File: config.mk
export PLATFORM = sky130hd
export DESIGN_NAME = decode_stage
export DESIGN_NICKNAME = d
export VERILOG_FILES = /design/src/rtl/decode_stage.sv
export SDC_FILE = /design/constraint.sdc
export NUM_CORES = 1
export LEC_CHECK = 0
export CORE_ASPECT_RATIO = 1.2
export CORE_MARGIN = 2
export CORE_UTILIZATION = 43
export DETAILED_ROUTE_END_ITERATION = 10
export PLACE_DENSITY = 0.73
export SYNTH_ARGS = -nofsm -noshare
export SYNTH_HDL_FRONTEND = slang
export SYNTH_SLANG_ARGS = --single-unit
File: constraint.sdc
create_clock -name clock -period 1.45 [get_ports clock]
set_input_delay 0.145 -clock clock [delete_from_list [all_inputs] [get_ports clock]]
set_output_delay 0.145 -clock clock [all_outputs]
set_load 0.05 [all_outputs]
File: src/rtl/decode_stage.sv
// decode_stage: registered instruction decode with a valid/ready handshake.
// A main output register plus one skid entry keeps 1 instr/cycle flowing
// under backpressure without a combinational out_ready -> in_ready path.
//
// state    | meaning
// ---------+------------------------------------------------------------
// EMPTY    | nothing held, out_valid=0, in_ready=1
// ONE      | main register holds one decoded instr, in_ready=1
// FULL     | main and skid both hold instrs (skid is younger), in_ready=0
module decode_stage #(
    parameter int XLEN        = 32,
    parameter int PC_W        = 12,
    parameter int RA_REG      = 31,
    parameter int STATUS_REG  = 30,
    parameter int NUM_ALU_OPS = 6
) (
    input  logic            clock,
    input  logic            reset,
    input  logic            flush,
    input  logic            in_valid,
    output logic            in_ready,
    input  logic [31:0]     in_instr,
    input  logic [PC_W-1:0] in_pc,
    output logic            out_valid,
    input  logic            out_ready,
    output logic [4:0]      out_opcode,
    output logic [4:0]      out_rd,
    output logic [4:0]      out_rs,
    output logic [4:0]      out_rt,
    output logic [4:0]      out_shamt,
    output logic [4:0]      out_alu_op,
    output logic [XLEN-1:0] out_imm,
    output logic [XLEN-1:0] out_target,
    output logic [PC_W-1:0] out_pc,
    output logic [1:0]      out_type,
    output logic            out_writes_rd,
    output logic            out_illegal
);

    localparam logic [1:0] ST_EMPTY = 2'd0;
    localparam logic [1:0] ST_ONE   = 2'd1;
    localparam logic [1:0] ST_FULL  = 2'd2;

    localparam logic [4:0] OP_R    = 5'b00000;
    localparam logic [4:0] OP_ADDI = 5'b00101;
    localparam logic [4:0] OP_SW   = 5'b00111;
    localparam logic [4:0] OP_LW   = 5'b01000;
    localparam logic [4:0] OP_BNE  = 5'b00010;
    localparam logic [4:0] OP_BLT  = 5'b00110;
    localparam logic [4:0] OP_J    = 5'b00001;
    localparam logic [4:0] OP_JAL  = 5'b00011;
    localparam logic [4:0] OP_BEX  = 5'b10110;
    localparam logic [4:0] OP_SETX = 5'b10101;
    localparam logic [4:0] OP_JR   = 5'b00100;

    localparam logic [1:0] TYPE_R   = 2'd0;
    localparam logic [1:0] TYPE_I   = 2'd1;
    localparam logic [1:0] TYPE_JI  = 2'd2;
    localparam logic [1:0] TYPE_JII = 2'd3;

    localparam logic [4:0] RA_IDX     = 5'(RA_REG);
    localparam logic [4:0] STATUS_IDX = 5'(STATUS_REG);
    localparam logic [5:0] ALU_LIMIT  = 6'(NUM_ALU_OPS);

    typedef struct packed {
        logic [4:0]      opcode;
        logic [4:0]      rd;
        logic [4:0]      rs;
        logic [4:0]      rt;
        logic [4:0]      shamt;
        logic [4:0]      alu_op;
        logic [XLEN-1:0] imm;
        logic [XLEN-1:0] target;
        logic [PC_W-1:0] pc;
        logic [1:0]      itype;
        logic            writes_rd;
        logic            illegal;
    } dec_t;

    logic [1:0] state;
    dec_t       dec;
    dec_t       main_q;
    dec_t       skid_q;
    logic       accept;
    logic       pop;

    assign in_ready  = (state != ST_FULL);
    assign out_valid = (state != ST_EMPTY);
    assign accept    = in_valid & in_ready;
    assign pop       = out_valid & out_ready;

    // Input-side decode: field slicing, implicit registers, classification.
    always_comb begin
        dec           = '0;
        dec.opcode    = in_instr[31:27];
        dec.rd        = in_instr[26:22];
        dec.rs        = in_instr[21:17];
        dec.rt        = in_instr[16:12];
        dec.shamt     = in_instr[11:7];
        dec.alu_op    = in_instr[6:2];
        dec.imm       = {{(XLEN-17){in_instr[16]}}, in_instr[16:0]};
        dec.target    = {{(XLEN-27){1'b0}}, in_instr[26:0]};
        dec.pc        = in_pc;
        dec.itype     = TYPE_R;
        dec.writes_rd = 1'b0;
        dec.illegal   = 1'b0;
        case (in_instr[31:27])
            OP_R: begin
                if ({1'b0, in_instr[6:2]} < ALU_LIMIT) begin
                    dec.writes_rd = 1'b1;
                end else begin
                    dec.illegal = 1'b1;
                end
            end
            OP_ADDI, OP_LW: begin
                dec.itype     = TYPE_I;
                dec.writes_rd = 1'b1;
            end
            OP_SW, OP_BNE, OP_BLT: begin
                dec.itype = TYPE_I;
            end
            OP_J: begin
                dec.itype = TYPE_JI;
            end
            OP_JAL: begin
                dec.itype     = TYPE_JI;
                dec.rd        = RA_IDX;
                dec.writes_rd = 1'b1;
            end
            OP_SETX: begin
                dec.itype     = TYPE_JI;
                dec.rd        = STATUS_IDX;
                dec.writes_rd = 1'b1;
            end
            OP_BEX: begin
                dec.itype = TYPE_JI;
                dec.rs    = STATUS_IDX;
            end
            OP_JR: begin
                dec.itype = TYPE_JII;
            end
            default: begin
                dec.illegal = 1'b1;
            end
        endcase
    end

    // Occupancy FSM and main/skid registers; flush empties but leaves the
    // last field values in place so the outputs do not toggle.
    always_ff @(posedge clock) begin
        if (reset) begin
            state  <= ST_EMPTY;
            main_q <= '0;
            skid_q <= '0;
        end else if (flush) begin
            state <= ST_EMPTY;
        end else begin
            case (state)
                ST_EMPTY: begin
                    if (accept) begin
                        main_q <= dec;
                        state  <= ST_ONE;
                    end
                end
                ST_ONE: begin
                    if (accept && pop) begin
                        main_q <= dec;
                    end else if (accept) begin
                        skid_q <= dec;
                        state  <= ST_FULL;
                    end else if (pop) begin
                        state <= ST_EMPTY;
                    end
                end
                ST_FULL: begin
                    if (pop) begin
                        main_q <= skid_q;
                        state  <= ST_ONE;
                    end
                end
                default: begin
                    state <= ST_EMPTY;
                end
            endcase
        end
    end

    assign out_opcode    = main_q.opcode;
    assign out_rd        = main_q.rd;
    assign out_rs        = main_q.rs;
    assign out_rt        = main_q.rt;
    assign out_shamt     = main_q.shamt;
    assign out_alu_op    = main_q.alu_op;
    assign out_imm       = main_q.imm;
    assign out_target    = main_q.target;
    assign out_pc        = main_q.pc;
    assign out_type      = main_q.itype;
    assign out_writes_rd = main_q.writes_rd;
    assign out_illegal   = main_q.illegal;

endmodule

==> results.py, run 1 <==
metrics = {
    "status": {
        "status": "finished, violations left",
        "violations": "negative setup slack",
    },
    "sta": {
        "relSlewSlack_pct": 61.8,
        "finalSetupViolations": 40,
        "rsz0062_at_grt": "yes",
        "worst_pin_slew_ns": 0.570,
        "finalWorstSetupSlack_ns": -0.102,
        "max_freq_ghz": 0.644,
        "maxSlewViolCount": 0,
        "hold_viol_final": 0,
        "fin_setup_tns_ns": -1.50,
        "fin_crit_sh_pct": 107,
        "hold_ws_ns": 0.116,
        "fin_skew_ns": 0.00565,
        "fin_crit_ns": 1.55,
    },
    "power_and_ir_drop": {
        "powerDensity_nw_per_um2": 1170,
        "p_total_mw": 9.68,
        "p_leak_nw": 3.28,
        "ir_drop_uv": 811,
    },
    "job": {
        "cap_viol_max_count": 0,
    },
    "clocking": {
        "cts_tree": "done",
        "cts_max_level": 4,
        "cts.sinks": 118,
        "clock_latency_ns": 0.41,
        "clk_pin_slew_worst_paths_ns": 0.05,
        "cts_root_buffer": "clkbuf_16",
        "clock_path_buffers": 2,
        "numCtsBuffers": 17,
    },
    "setup_path": {
        "critPathMaxFanout": 18,
        "critPathMaxStageDelay_ns": 0.36,
        "cp.arrival_ns": 1.85,
        "crit_chain": "nand3b_1 > o21ai_4 > buf_4 > buf_12 > a21oi_1 > a311oi_1",
        "required_ns": 1.75,
        "crit_path_start_kind": "register",
        "worst-setup-path-type": "reg2reg",
        "crit_slowest_cell": "dfxtp_4",
        "end_kind": "register",
    },
    "die": {
        "core_area_sq_um": 12600,
        "die-area_sq_um": 13600,
        "die_w_um": 107,
        "fp-row-count": 45,
        "initial_core_util_pct": 43.5,
        "io_pins": 161,
        "fp.dieH_um": 127,
    },
    "yosys": {
        "ys_ff_latch": 118,
        "syn_area_sq_um": 5460,
        "ys.flop_type": "dfxtp_1",
        "synth_edf_count": 0,
        "syn_inst": 692,
        "synthArstFlopShare_pct": 0,
        "yosysUniqueCellTypes": 49,
        "ys_seq_area_share_pct": 43.2,
        "synth_warnings": 0,
        "synth_area_per_cell_sq_um": 7.89,
    },
    "global_routing": {
        "grt_max_degree": 53,
        "grt_pass1_vias": 5471,
        "globalRoute.totalOverflow": 0,
        "grt_pass1_wl_mm": 26.5,
        "antenna_found_initial": 0,
        "track_usage_pct": 24.4,
    },
    "route": {
        "drc_errors": 0,
        "wl_per_cell_um": 17.3,
        "drtIter0Drc": 361,
        "totalWireLength_mm": 17.6,
        "dr_total_vias": 5679,
        "detail-route-antenna-nets": 0,
        "drtPass1Iterations": 5,
        "viasPerCell": 5.57,
    },
    "finish": {
        "finalNetCount": 892,
        "fin_util_pct": 66.2,
        "drive_above_1_share_pct": 30.9,
        "area_growth_pct": 52.1,
        "antennaDiodeCount": 0,
    },
    "placed_design": {
        "portBuffers": 155,
        "hpwlAfterDp_mm": 10.6,
        "place.gp.congestion": 0.797,
        "pre_cts_ws_ns": -0.501,
    },
    "min_path": {
        "hold_class": "in2reg",
    },
}
[final cells by class]
class | instances | area [sq um]
Multi-Input combinational cell | 455 | 2620
Tap cell | 164 | 205
Clock buffer | 21 | 470
Clock inverter | 10 | 104
Sequential cell | 118 | 2370
Inverter | 12 | 50.0
Timing Repair Buffer | 239 | 2490
Fill cell | 975 | 4250
[cell families (layout without fill, tap and decap cells)]
kind of cell | count (synthesis) | after routing | share of synthesized area [%]
xor gates and xnor gates | 1 | 1 | 0.160
other | 1 | 5 | 0.0686
muxes | 1 | 1 | 0.183
and+or+nand+nor | 255 | 255 | 20.2
AOI/OAI and AO/OA | 193 | 193 | 23.3
buffers and inverters | 123 | 282 | 12.9
DFF | 118 | 118 | 43.2
[power by group]
group / internal [mW] / switching, mW
clock network: 2.63 / 1.46
logic: 0.805 / 1.32
registers: 3.37 / 0.0920
total: 6.81 / 2.87
[per-layer routing]
layer | vias up | routed length, um | global-route usage (%)
met5 | - | 0 | 0
met4 | 0 | 407 | 10.7
met3 | 42 | 1230 | 6.12
met2 | 247 | 9110 | 42.3
met1 | 2724 | 6830 | 28.4
li1 | 2666 | - | -
[synthesized netlist by cell type (9+ instances only)]
cell      number  area (sq um)
buf_2         21           105
nand2b_1       9          56.3
a311oi_1      47           412
nand2_1      182           683
a21oi_1      103           515
nor2_1        17          63.8
dfxtp_1      118          2360
o21ai_0       10          50.1
buf_4         57           428
inv_1         10          37.5
clkbuf_1      33           124
nor3_1        19          95.1
[worst max-delay path: cells and delay by family, from the launching register on]
kind                   cells  cell delay (ns)
AO/OA/AOI/OAI              3             0.53
AND/OR/NAND/NOR            1             0.24
buffers and inverters      2             0.30
flip-flops                 1             0.36
[sequential cells by signal, indices dropped and copies added, names as in the netlist, 2 cells and up]
register,count
skid_q,58
out_pc,12
out_target,10
out_imm,5
out_opcode,5
out_rd,5
out_rs,5
out_alu_op,4
out_rt,4
out_shamt,4
out_type,2
state,2
[metrics by stage]
stage / cell area, sq um / instances
2_1_floorplan: 5480 / 696
3_3_place_gp: 7210 / 970
3_5_place_dp: 7210 / 970
4_1_cts: 8070 / 1013
5_1_grt: 8310 / 1019
6_report: 8310 / 1019
[worst paths after layout]
path | slack [ns] | start | depth (start not counted) | endpoint
setup reg to reg | -0.10 | state[0] | 6 | out_pc[7]
hold / removal | 0.12 | reset | 2 | skid_q[103]
hold reg to reg | 0.45 | skid_q[95] | 2 | skid_q[95]
setup / recovery | -0.10 | state[0] | 6 | out_pc[7]
[cells in the final DEF, fill, tap and decap left out, drive strengths merged, types with 2 or more instances in the layout]
master	netlist	final
clkdlybuf4s50	0	45
o32ai	4	4
clkinv	0	8
nor2b	5	5
nor3	19	19
nor4	4	4
nand2b	9	9
a21oi	104	104
nand2	182	182
o21ai	11	11
inv	12	12
clkbuf	33	26
or4	4	4
nand3b	3	3
buf	78	187
nor2	17	17
a211oi	7	7
conb	1	5
bufinv	0	2
nand3	2	2
a221o	2	2
o21a	4	4
o2111ai	4	4
a311oi	47	47
dfxtp	118	118
or3	2	2
[timing repair]
item                                    4_1_cts  5_1_grt
endpoints found under the setup margin       42       98
pin swaps                                     4       18
gates cloned                                  2        6
resized for setup                            32       26
hold buffers                                  0        0
setup buffers                                10        3
Note: power is estimated with default switching activity, not from simulation.
==> run 2: changes to the inputs <==
==> constraint.sdc (replaced) <==
create_clock -name clock -period 1.45 [get_ports clock]
set_input_delay 0.3625 -clock clock [delete_from_list [all_inputs] [get_ports clock]]
set_output_delay 0.3625 -clock clock [all_outputs]
set_load 0.05 [all_outputs]
==> run 2 against run 1 <==
The flow still finishes with violations (negative setup slack). Non-clock buffer count up 20. Setup slack lost 0.14 ns. Fmax decreased by 8.3%. First-iteration DRC count up 100%.
==> results.py, run 2 (synthesis gave the netlist of run 1 again) <==
metrics = {
    "sta": {
        "worst_pin_slew_ns": 0.555,
        "fin_skew_ns": 0.0110,
        "fin_crit_ns": 1.69,
        "fin_crit_sh_pct": 117,
        "finalWorstSetupSlack_ns": -0.241,
        "maxSlewViolCount": 0,
        "relSlewSlack_pct": 63.0,
        "finalSetupViolations": 136,
        "max_freq_ghz": 0.591,
        "rsz0062_at_grt": "yes",
        "hold_viol_final": 0,
    },
    "route": {
        "drtIter0Drc": 734,
        "wl_per_cell_um": 21.8,
        "viasPerCell": 6.15,
        "detail-route-antenna-nets": 0,
        "drc_errors": 0,
        "drtPass1Iterations": 5,
        "totalWireLength_mm": 22.6,
        "dr_total_vias": 6369,
    },
    "min_path": {
        "min_path_cells": 2,
        "hold_class": "in2reg",
        "hp-start": "reset",
        "whs_endpoint": "skid_q[103]",
    },
    "die": {
        "fp.dieH_um": 127,
        "die_w_um": 107,
        "fp-row-count": 45,
        "initial_core_util_pct": 43.5,
        "die-area_sq_um": 13600,
        "core_area_sq_um": 12600,
        "io_pins": 161,
    },
    "setup_path": {
        "crit_slowest_cell": "dfxtp_2",
        "required_ns": 1.72,
        "crit_path_start_kind": "register",
        "cp.arrival_ns": 1.96,
        "crit_chain": "buf_4 > nand3b_1 > o21a_4 > nor2_4 > buf_6 > buf_12 > a311oi_1",
        "end_kind": "register",
        "r2r_cells": 7,
        "timing.rr.start": "state[1]",
        "critPathMaxStageDelay_ns": 0.34,
        "regToRegEndpoint": "out_imm[30]",
        "ff2ff_setup_slack_ns": -0.24,
        "worst-setup-path-type": "reg2reg",
        "critPathMaxFanout": 11,
    },
    "finish": {
        "area_growth_pct": 82.9,
        "instances_no_fill": 1035,
        "layout_common_cells": "nand2_1 (159), buf_12 (123), dfxtp_1 (101)",
        "finalNetCount": 912,
        "final_area_sq_um": 9990,
        "antennaDiodeCount": 0,
        "fillers": 624,
        "max_flop_register": "skid_q",
        "fin_util_pct": 79.6,
        "drive_above_1_share_pct": 40.6,
        "largest_reg_flops": 58,
        "final_common_cell": "nand2_1",
    },
    "status": {
        "status": "finished, violations left",
        "violations": "negative setup slack",
    },
    "global_routing": {
        "grt_max_degree": 42,
        "grt_pass1_vias": 6015,
        "track_usage_pct": 28.1,
        "grt_pass1_wl_mm": 30.0,
        "globalRoute.totalOverflow": 0,
        "antenna_found_initial": 0,
    },
    "clocking": {
        "cts_tree": "done",
        "cts.sinks": 118,
        "clk_pin_slew_worst_paths_ns": 0.06,
        "clock_path_buffers": 2,
        "cts_max_level": 4,
        "clock_latency_ns": 0.41,
        "numCtsBuffers": 17,
        "cts_root_buffer": "clkbuf_16",
    },
    "job": {
        "cap_viol_max_count": 0,
    },
    "power_and_ir_drop": {
        "powerDensity_nw_per_um2": 1010,
        "p_leak_nw": 3.77,
        "p_total_mw": 10.1,
        "ir_drop_uv": 655,
    },
    "placed_design": {
        "pre_cts_ws_ns": -0.662,
        "dp.cells": 976,
        "portBuffers": 155,
        "dpl_cell_area_sq_um": 8300,
        "hpwlAfterDp_mm": 11.6,
        "place.gp.congestion": 0.891,
    },
}
[run 2: cell types whose count changed in the layout (fill, tap and decap cells not counted), moves of 8 or more]
cell,delta
buf_12,+94
buf_4,-87
a21oi_1,-23
a21oi_2,+23
nand2_1,-23
dfxtp_1,-15
dfxtp_2,+15
nand2_2,+15
buf_6,+11
nor3_1,-10
nand2_4,+8
[run 2: final cells by class]
type	instances	area [sq um]	area share, %
clock buffers	21	470	4.71
flip-flops and latches	118	2390	23.9
multi-input cells	455	2930	29.3
repair buffers	259	3890	39.0
clock inverters	6	55.1	0.551
well taps	164	205	2.05
inverters	12	52.6	0.526
[run 2: layer usage]
| layer | global-route usage (%) | vias to the layer above | share of wire [%] |
|---|---|---|---|
| met5 | 0 | - | 0 |
| met4 | 13.5 | 0 | 5.7 |
| met3 | 6.48 | 143 | 9.8 |
| met2 | 50.7 | 503 | 51 |
| met1 | 30.7 | 3024 | 34 |
| li1 | - | 2699 | - |
[run 2: how the worst max path moves through the flow]
stage,startpoint,endpoint,slack (ns),cells past startpoint
3_3_place_gp,in_instr[28],out_illegal,-0.55,5
2_1_floorplan,in_instr[28],out_illegal,0.01,5
4_1_cts,state[1],out_valid,-0.17,3
3_5_place_dp,in_instr[28],skid_q[103],-0.66,5
5_1_grt,state[1],out_imm[30],-0.28,7
6_report,state[1],out_imm[30],-0.24,7
[run 2: metrics by stage]
step	TNS, ns	hold WS (ns)
finish	-13.87	0.300
global route	-20.10	0.289
CTS	-3.25	0.261
detailed placement	-62.24	0.447
global placement	-55.75	0.442
floorplan	0	0.432
[run 2: critical path, delay by kind of cell, from the launching register on]
family,cells,cell delay (ns)
and+or+nand+nor,2,0.25
AOI/OAI and AO/OA,2,0.54
buffers and inverters,3,0.41
DFF,1,0.34
[run 2: what timing repair did]
action                                  in CTS  in global routing
cloned                                       7                  6
endpoints found under the setup margin     177                131
buffers inserted                            12                 10
resized for setup                           69                126
hold buffers                                 0                  0
pin swaps                                   14                 41
[run 2: power breakdown]
part           internal (mW)  switching [mW]  leakage [nW]  total (mW)
clock network           2.42            1.40         0.266        3.83
logic                   1.26            1.41          2.54        2.67
registers               3.38           0.199         0.969        3.58
total                   7.06            3.01          3.77        10.1
